**src/rtl/fp_mult_sequencer_if.sv**
```systemverilog
// Operand, core and result signals of fp_mult_sequencer bundled in one interface.
// slave is the sequencer's view; master is the surrounding environment (producer, core, consumer).
interface fp_mult_sequencer_if #(
   parameter int MBITS = 3,
   parameter int EBITS = 4
);
   localparam int W = MBITS + EBITS + 1;

   logic         in_valid;
   logic         in_ready;
   logic [W-1:0] in_x;
   logic [W-1:0] in_y;
   logic         mul_start;
   logic [W-1:0] mul_x;
   logic [W-1:0] mul_y;
   logic [1:0]   mul_state;
   logic [W-1:0] mul_z;
   logic         out_valid;
   logic         out_ready;
   logic [W-1:0] out_z;
   logic [2:0]   out_flags;
   logic         err;

   modport slave (
      input  in_valid, in_x, in_y, mul_state, mul_z, out_ready,
      output in_ready, mul_start, mul_x, mul_y, out_valid, out_z, out_flags, err
   );

   modport master (
      output in_valid, in_x, in_y, mul_state, mul_z, out_ready,
      input  in_ready, mul_start, mul_x, mul_y, out_valid, out_z, out_flags, err
   );
endinterface

```
**src/rtl/fp_mult_sequencer.sv**
```systemverilog
// Operand FIFO + issue/collect FSM around the sequential IEEEfpMult core; one multiply in flight.
// Optional watchdog on a hung core is enabled by defining FPSEQ_TIMEOUT_EN.
module fp_mult_sequencer #(
   parameter int MBITS = 3,
   parameter int EBITS = 4,
   parameter int DEPTH = 4,
   parameter int TMO   = 15
) (
   input  logic clock,
   input  logic reset,
   fp_mult_sequencer_if.slave bus
);
   localparam int W  = MBITS + EBITS + 1;
   localparam int AW = $clog2(DEPTH);
   // A misconfigured instance never accepts operands.
   localparam bit CFG_OK = (DEPTH >= 2) && ((DEPTH & (DEPTH - 1)) == 0) && (TMO >= 1);

   typedef enum logic [2:0] {S_IDLE, S_ISSUE, S_BUSY, S_CAPT, S_HOLD} state_t;

   state_t        state_q, state_d;
   logic          load;
   logic [W-1:0]  fifo_x [DEPTH];
   logic [W-1:0]  fifo_y [DEPTH];
   logic [AW-1:0] wr_ptr, rd_ptr;
   logic [AW:0]   count;
   logic          full, push, pop;
   logic [EBITS-1:0] z_exp;
   logic [MBITS-1:0] z_man;
   logic [2:0]       z_flags;

   assign full         = (count == (AW+1)'(DEPTH));
   assign bus.in_ready = !full && CFG_OK;
   assign push         = bus.in_valid && bus.in_ready;
   assign pop          = (state_q == S_ISSUE);

   always_ff @(posedge clock) begin
      if (push) begin
         fifo_x[wr_ptr] <= bus.in_x;
         fifo_y[wr_ptr] <= bus.in_y;
      end
   end

   always_ff @(posedge clock) begin
      if (reset) begin
         wr_ptr <= '0;
         rd_ptr <= '0;
         count  <= '0;
      end else begin
         if (push) wr_ptr <= wr_ptr + AW'(1);
         if (pop)  rd_ptr <= rd_ptr + AW'(1);
         case ({push, pop})
            2'b10:   count <= count + (AW+1)'(1);
            2'b01:   count <= count - (AW+1)'(1);
            default: count <= count;
         endcase
      end
   end

   // Class of the core result, taken at capture time.
   assign z_exp   = bus.mul_z[W-2:MBITS];
   assign z_man   = bus.mul_z[MBITS-1:0];
   assign z_flags = {(&z_exp) && (|z_man), (&z_exp) && !(|z_man), z_exp == '0};

`ifdef FPSEQ_TIMEOUT_EN
   localparam int TW = ($clog2(TMO + 1) > 4) ? $clog2(TMO + 1) : 4;
   logic [TW-1:0] tmo_cnt;
   logic          tmo_fire;
`endif

   always_comb begin
      state_d = state_q;
      load    = 1'b0;
`ifdef FPSEQ_TIMEOUT_EN
      tmo_fire = 1'b0;
`endif
      case (state_q)
         // Waiting for an idle core also shields us from a result still in flight across reset.
         S_IDLE:  if (count != '0 && bus.mul_state == 2'd0) begin
                     state_d = S_ISSUE;
                     load    = 1'b1;
                  end
         S_ISSUE: state_d = S_BUSY;
         S_BUSY:  if (bus.mul_state == 2'd2) begin
                     state_d = S_CAPT;
                  end
`ifdef FPSEQ_TIMEOUT_EN
                  else if (tmo_cnt == TW'(TMO - 1)) begin
                     state_d  = S_IDLE;
                     tmo_fire = 1'b1;
                  end
`endif
         S_CAPT:  state_d = S_HOLD;
         S_HOLD:  if (bus.out_ready) state_d = S_IDLE;
         default: state_d = S_IDLE;
      endcase
   end

   always_ff @(posedge clock) begin
      if (reset) begin
         state_q       <= S_IDLE;
         bus.mul_start <= 1'b0;
         bus.mul_x     <= '0;
         bus.mul_y     <= '0;
         bus.out_valid <= 1'b0;
         bus.out_z     <= '0;
         bus.out_flags <= '0;
      end else begin
         state_q       <= state_d;
         bus.mul_start <= (state_d == S_ISSUE);
         if (load) begin
            bus.mul_x <= fifo_x[rd_ptr];
            bus.mul_y <= fifo_y[rd_ptr];
         end
         if (state_q == S_CAPT) begin
            bus.out_z     <= bus.mul_z;
            bus.out_flags <= z_flags;
            bus.out_valid <= 1'b1;
         end else if (state_q == S_HOLD && bus.out_ready) begin
            bus.out_valid <= 1'b0;
         end
      end
   end

`ifdef FPSEQ_TIMEOUT_EN
   always_ff @(posedge clock) begin
      if (reset) begin
         tmo_cnt <= '0;
         bus.err <= 1'b0;
      end else begin
         if (state_q == S_ISSUE)     tmo_cnt <= '0;
         else if (state_q == S_BUSY) tmo_cnt <= tmo_cnt + TW'(1);
         if (tmo_fire) bus.err <= 1'b1;
      end
   end
`else
   assign bus.err = 1'b0;
`endif
endmodule

```
**src/flat_wrapper.sv**
```systemverilog
// flat-port wrapper written by rule: the top's interface ports become plain ports
module fp_mult_sequencer_flat 
#(
   parameter int MBITS = 3,
   parameter int EBITS = 4,
   parameter int DEPTH = 4,
   parameter int TMO   = 15
)
  (clock, reset, bus_in_valid, bus_in_x, bus_in_y, bus_mul_state, bus_mul_z, bus_out_ready, bus_in_ready, bus_mul_start, bus_mul_x, bus_mul_y, bus_out_valid, bus_out_z, bus_out_flags, bus_err);
  fp_mult_sequencer_if #(.MBITS(MBITS), .EBITS(EBITS)) bus_i ();
  input  logic clock;
  input  logic reset;
  input wire logic [$bits(bus_i.in_valid)-1:0] bus_in_valid;
  input wire logic [$bits(bus_i.in_x)-1:0] bus_in_x;
  input wire logic [$bits(bus_i.in_y)-1:0] bus_in_y;
  input wire logic [$bits(bus_i.mul_state)-1:0] bus_mul_state;
  input wire logic [$bits(bus_i.mul_z)-1:0] bus_mul_z;
  input wire logic [$bits(bus_i.out_ready)-1:0] bus_out_ready;
  output wire logic [$bits(bus_i.in_ready)-1:0] bus_in_ready;
  output wire logic [$bits(bus_i.mul_start)-1:0] bus_mul_start;
  output wire logic [$bits(bus_i.mul_x)-1:0] bus_mul_x;
  output wire logic [$bits(bus_i.mul_y)-1:0] bus_mul_y;
  output wire logic [$bits(bus_i.out_valid)-1:0] bus_out_valid;
  output wire logic [$bits(bus_i.out_z)-1:0] bus_out_z;
  output wire logic [$bits(bus_i.out_flags)-1:0] bus_out_flags;
  output wire logic [$bits(bus_i.err)-1:0] bus_err;
  assign bus_i.in_valid = bus_in_valid;
  assign bus_i.in_x = bus_in_x;
  assign bus_i.in_y = bus_in_y;
  assign bus_i.mul_state = bus_mul_state;
  assign bus_i.mul_z = bus_mul_z;
  assign bus_i.out_ready = bus_out_ready;
  assign bus_in_ready = bus_i.in_ready;
  assign bus_mul_start = bus_i.mul_start;
  assign bus_mul_x = bus_i.mul_x;
  assign bus_mul_y = bus_i.mul_y;
  assign bus_out_valid = bus_i.out_valid;
  assign bus_out_z = bus_i.out_z;
  assign bus_out_flags = bus_i.out_flags;
  assign bus_err = bus_i.err;
  fp_mult_sequencer #(.MBITS(MBITS), .EBITS(EBITS), .DEPTH(DEPTH), .TMO(TMO)) u_core (.clock(clock), .reset(reset), .bus(bus_i));
endmodule
```
**config.mk**
```make
export PLATFORM = sky130hd
export DESIGN_NAME = fp_mult_sequencer_flat
export DESIGN_NICKNAME = d
export VERILOG_FILES = /design/src/rtl/fp_mult_sequencer_if.sv /design/src/rtl/fp_mult_sequencer.sv /design/src/flat_wrapper.sv
export SDC_FILE = /design/constraint.sdc
export NUM_CORES = 1
export LEC_CHECK = 0
export CAP_MARGIN = 20
export CORE_UTILIZATION = 53
export CTS_CLUSTER_SIZE = 25
export DETAILED_ROUTE_END_ITERATION = 8
export GPL_TIMING_DRIVEN = 0
export PLACE_DENSITY = 0.78
export REMOVE_ABC_BUFFERS = 1
export SYNTH_ARGS = -nofsm -noshare
export SYNTH_HDL_FRONTEND = slang
export SYNTH_SLANG_ARGS = --single-unit
```
**constraint.sdc**
```tcl
create_clock -name clock -period 3.1 [get_ports clock]
set_input_delay 0.31 -clock clock [delete_from_list [all_inputs] [get_ports clock]]
set_output_delay 0.31 -clock clock [all_outputs]
set_load 0.005 [all_outputs]
```
==> flow_summary.ini <==
[run_status]
status = finished, final reports clean

[routing]
first_pass_iters = 4
vias = 2353
antenna_left = 0
viasPerCell = 5.56
wl_um = 7450
drtIter0Drc = 109
drc_errors = 0
wl_per_cell_um = 17.6

[final_layout]
finalNonFillerCells = 423
antenna_cells = 0
synthToLayoutAreaGrowth_pct = 20.1
final_cell_mix = 64 x edfxtp_1, 59 x clkdlybuf4s50_1, 39 x dfxtp_1, 21 x nand2_1
nets = 355
drive_gt1_frac = 0.117
final_common_cell = edfxtp_1

[worst_setup_path]
crit_start = u_core.count[2]
end_kind = flop
crit_fanout = 10
startpoint_type = flop
critPathArrivalTime_ns = 2.71
cp.required_ns = 3.38
reg2reg_from = u_core.count[2]
crit_type = flop to flop

[synth]
yosysTopAreaCellShare = 0.475
synth-edff-count = 64
synthTopCellsByArea = edfxtp_1 47%, dfxtp_1 19%, mux4_2 8.9%
synth_area_um2 = 4050
ys_async_sr_fraction = 0
yosysUniqueCellTypes = 37
synth_seq_cells = 103
syn_inst = 268
yosysWarnings = 0
ys.flop_type = edfxtp_1
syn_avg_cell_area_um2 = 15.1
seq_area_frac_synth = 0.668
yosysTopAreaCell = edfxtp_1

[sta]
timing.final.crit_share = 0.783
max_slew_margin = 0.353
setup_viol = 0
fin_tns_setup_ns = 0
skew_ns = 0.0175
min_period_ns = 2.43
max_freq_mhz = 412
rsz0062_at_grt = false
maxSlewViolCount = 0
finalHoldViolCount = 0
worst_slew_pin_slew_ns = 0.963

[floorplan]
coreArea_um2 = 7330
die_h_um = 89.4
die_w_um = 89.4
start_util = 0.552
num_io_pins = 61
dieArea_um2 = 7990
rows = 31

[placed_design]
dp.cells = 406
hpwl_um = 4610
io_buffers = 59
gp_congestion = 0.744

[cts]
htreeDepth = 3
ctsResizeCount = 0
cts_buffers = 9
clockBufferDepth = 2
cts_tree = built
clk_latency_ns = 0.37
postCtsSetupBuffers = 0
cts_root_buffer = clkbuf_8
path_clk_slew_ns = 0.09
cts.sinks = 103
hold_buffers = 0

[power]
p_per_area_nw_per_um2 = 532
p_total_mw = 2.58
vdd_ir_drop_max_v = 0.000325
p_leak_nw = 1.71

[grt]
grt_pass1_wl_um = 11100
grtUsageTotal = 0.198
grt_max_degree = 25
grt_antenna_before_repair = 0
grt_pass1_vias = 2231
grt-ovfl-total = 0

[min_path]
hp-start = u_core.bus.out_z[5]
min_path_type = flop to flop

[run]
maxCapViolations = 0
-- worst max-delay path, stage by stage (launching register included) --
cell and delay [ns]:
dfxtp_1 0.38, or3b_2 0.57, nand2_1 0.12, ha_1 0.21, inv_1 0.08, fa_1 0.38, xor2_1 0.16, or3_1 0.31
a21oi_1 0.14
-- per-stage QoR --
stage	util	hold WS (ns)	instance area [um^2]	setup WS [ns]
3_3_place_gp	0.632	0.442	4640	0.485
4_1_cts	0.661	0.461	4850	0.687
3_5_place_dp	0.638	0.447	4670	0.442
5_1_grt	0.663	0.479	4860	0.562
6_report	0.663	0.456	4860	0.672
2_1_floorplan	-	0.379	3920	0.908
-- cells in the mapped netlist, types with 2 or more instances --
cell / instances
nand3b_1: 3
nand3_1: 4
inv_1: 7
ha_1: 5
or4_1: 2
a21oi_1: 18
mux4_2: 16
xor2_1: 2
xnor2_1: 3
buf_4: 2
a21o_1: 18
nand2_1: 21
edfxtp_1: 64
dfxtp_1: 39
clkbuf_1: 11
buf_2: 4
o311a_1: 16
nor3_1: 3
buf_6: 4
nor2_1: 6
and3_1: 4
-- cells by family after synthesis --
logic type | synth area share
AND/OR/NAND/NOR | 0.0751
other | 0.000927
XOR/XNOR | 0.0108
multiplexers | 0.0891
buffers and inverters | 0.0374
flip-flops | 0.668
AO/OA/AOI/OAI | 0.0983
adder cells (fa/ha/maj) | 0.0204
-- area by class of cell --
cell class	count	area [um^2]
Clock inverter	6	45.0
Timing Repair Buffer	62	641
Clock buffer	10	128
Tap cell	99	124
Inverter	7	26.3
Sequential cell	103	2700
Multi-Input combinational cell	136	1190
Fill cell	529	2470
-- final timing paths --
path | to | slack [ns] | cells past startpoint
hold reg to reg | u_core.bus.out_z[5] | 0.46 | 2
setup reg to reg | u_core.count[2] | 0.67 | 8
hold / removal | u_core.bus.out_z[5] | 0.46 | 2
setup / recovery | u_core.count[2] | 0.67 | 8
-- metal layers --
layer	vias to the layer above	GRT usage	routed length, um
li1	1124	-	-
met1	1148	0.245	3270
met2	74	0.335	3670
met3	7	0.0443	416
met4	0	0.0909	92
met5	-	0	0
-- power by group --
part | internal [mW] | switching [mW]
logic | 0.139 | 0.141
clock network | 0.295 | 0.459
registers | 1.52 | 0.0332
total | 1.95 | 0.633
-- registers in the layout, indices dropped and copies added (netlist names) --
| signal | cells |
|---|---|
| u_core.fifo_x | 32 |
| u_core.count | 3 |
| u_core.bus.mul_x | 8 |
| u_core.bus.out_z | 8 |
| u_core.state_q | 3 |
| u_core.fifo_y | 32 |
| u_core.bus.mul_start | 1 |
| u_core.rd_ptr | 2 |
| u_core.wr_ptr | 2 |
| u_core.bus.out_flags | 3 |
| u_core.bus.mul_y | 8 |
| u_core.bus.out_valid | 1 |
(Power assumes the default switching activity.)
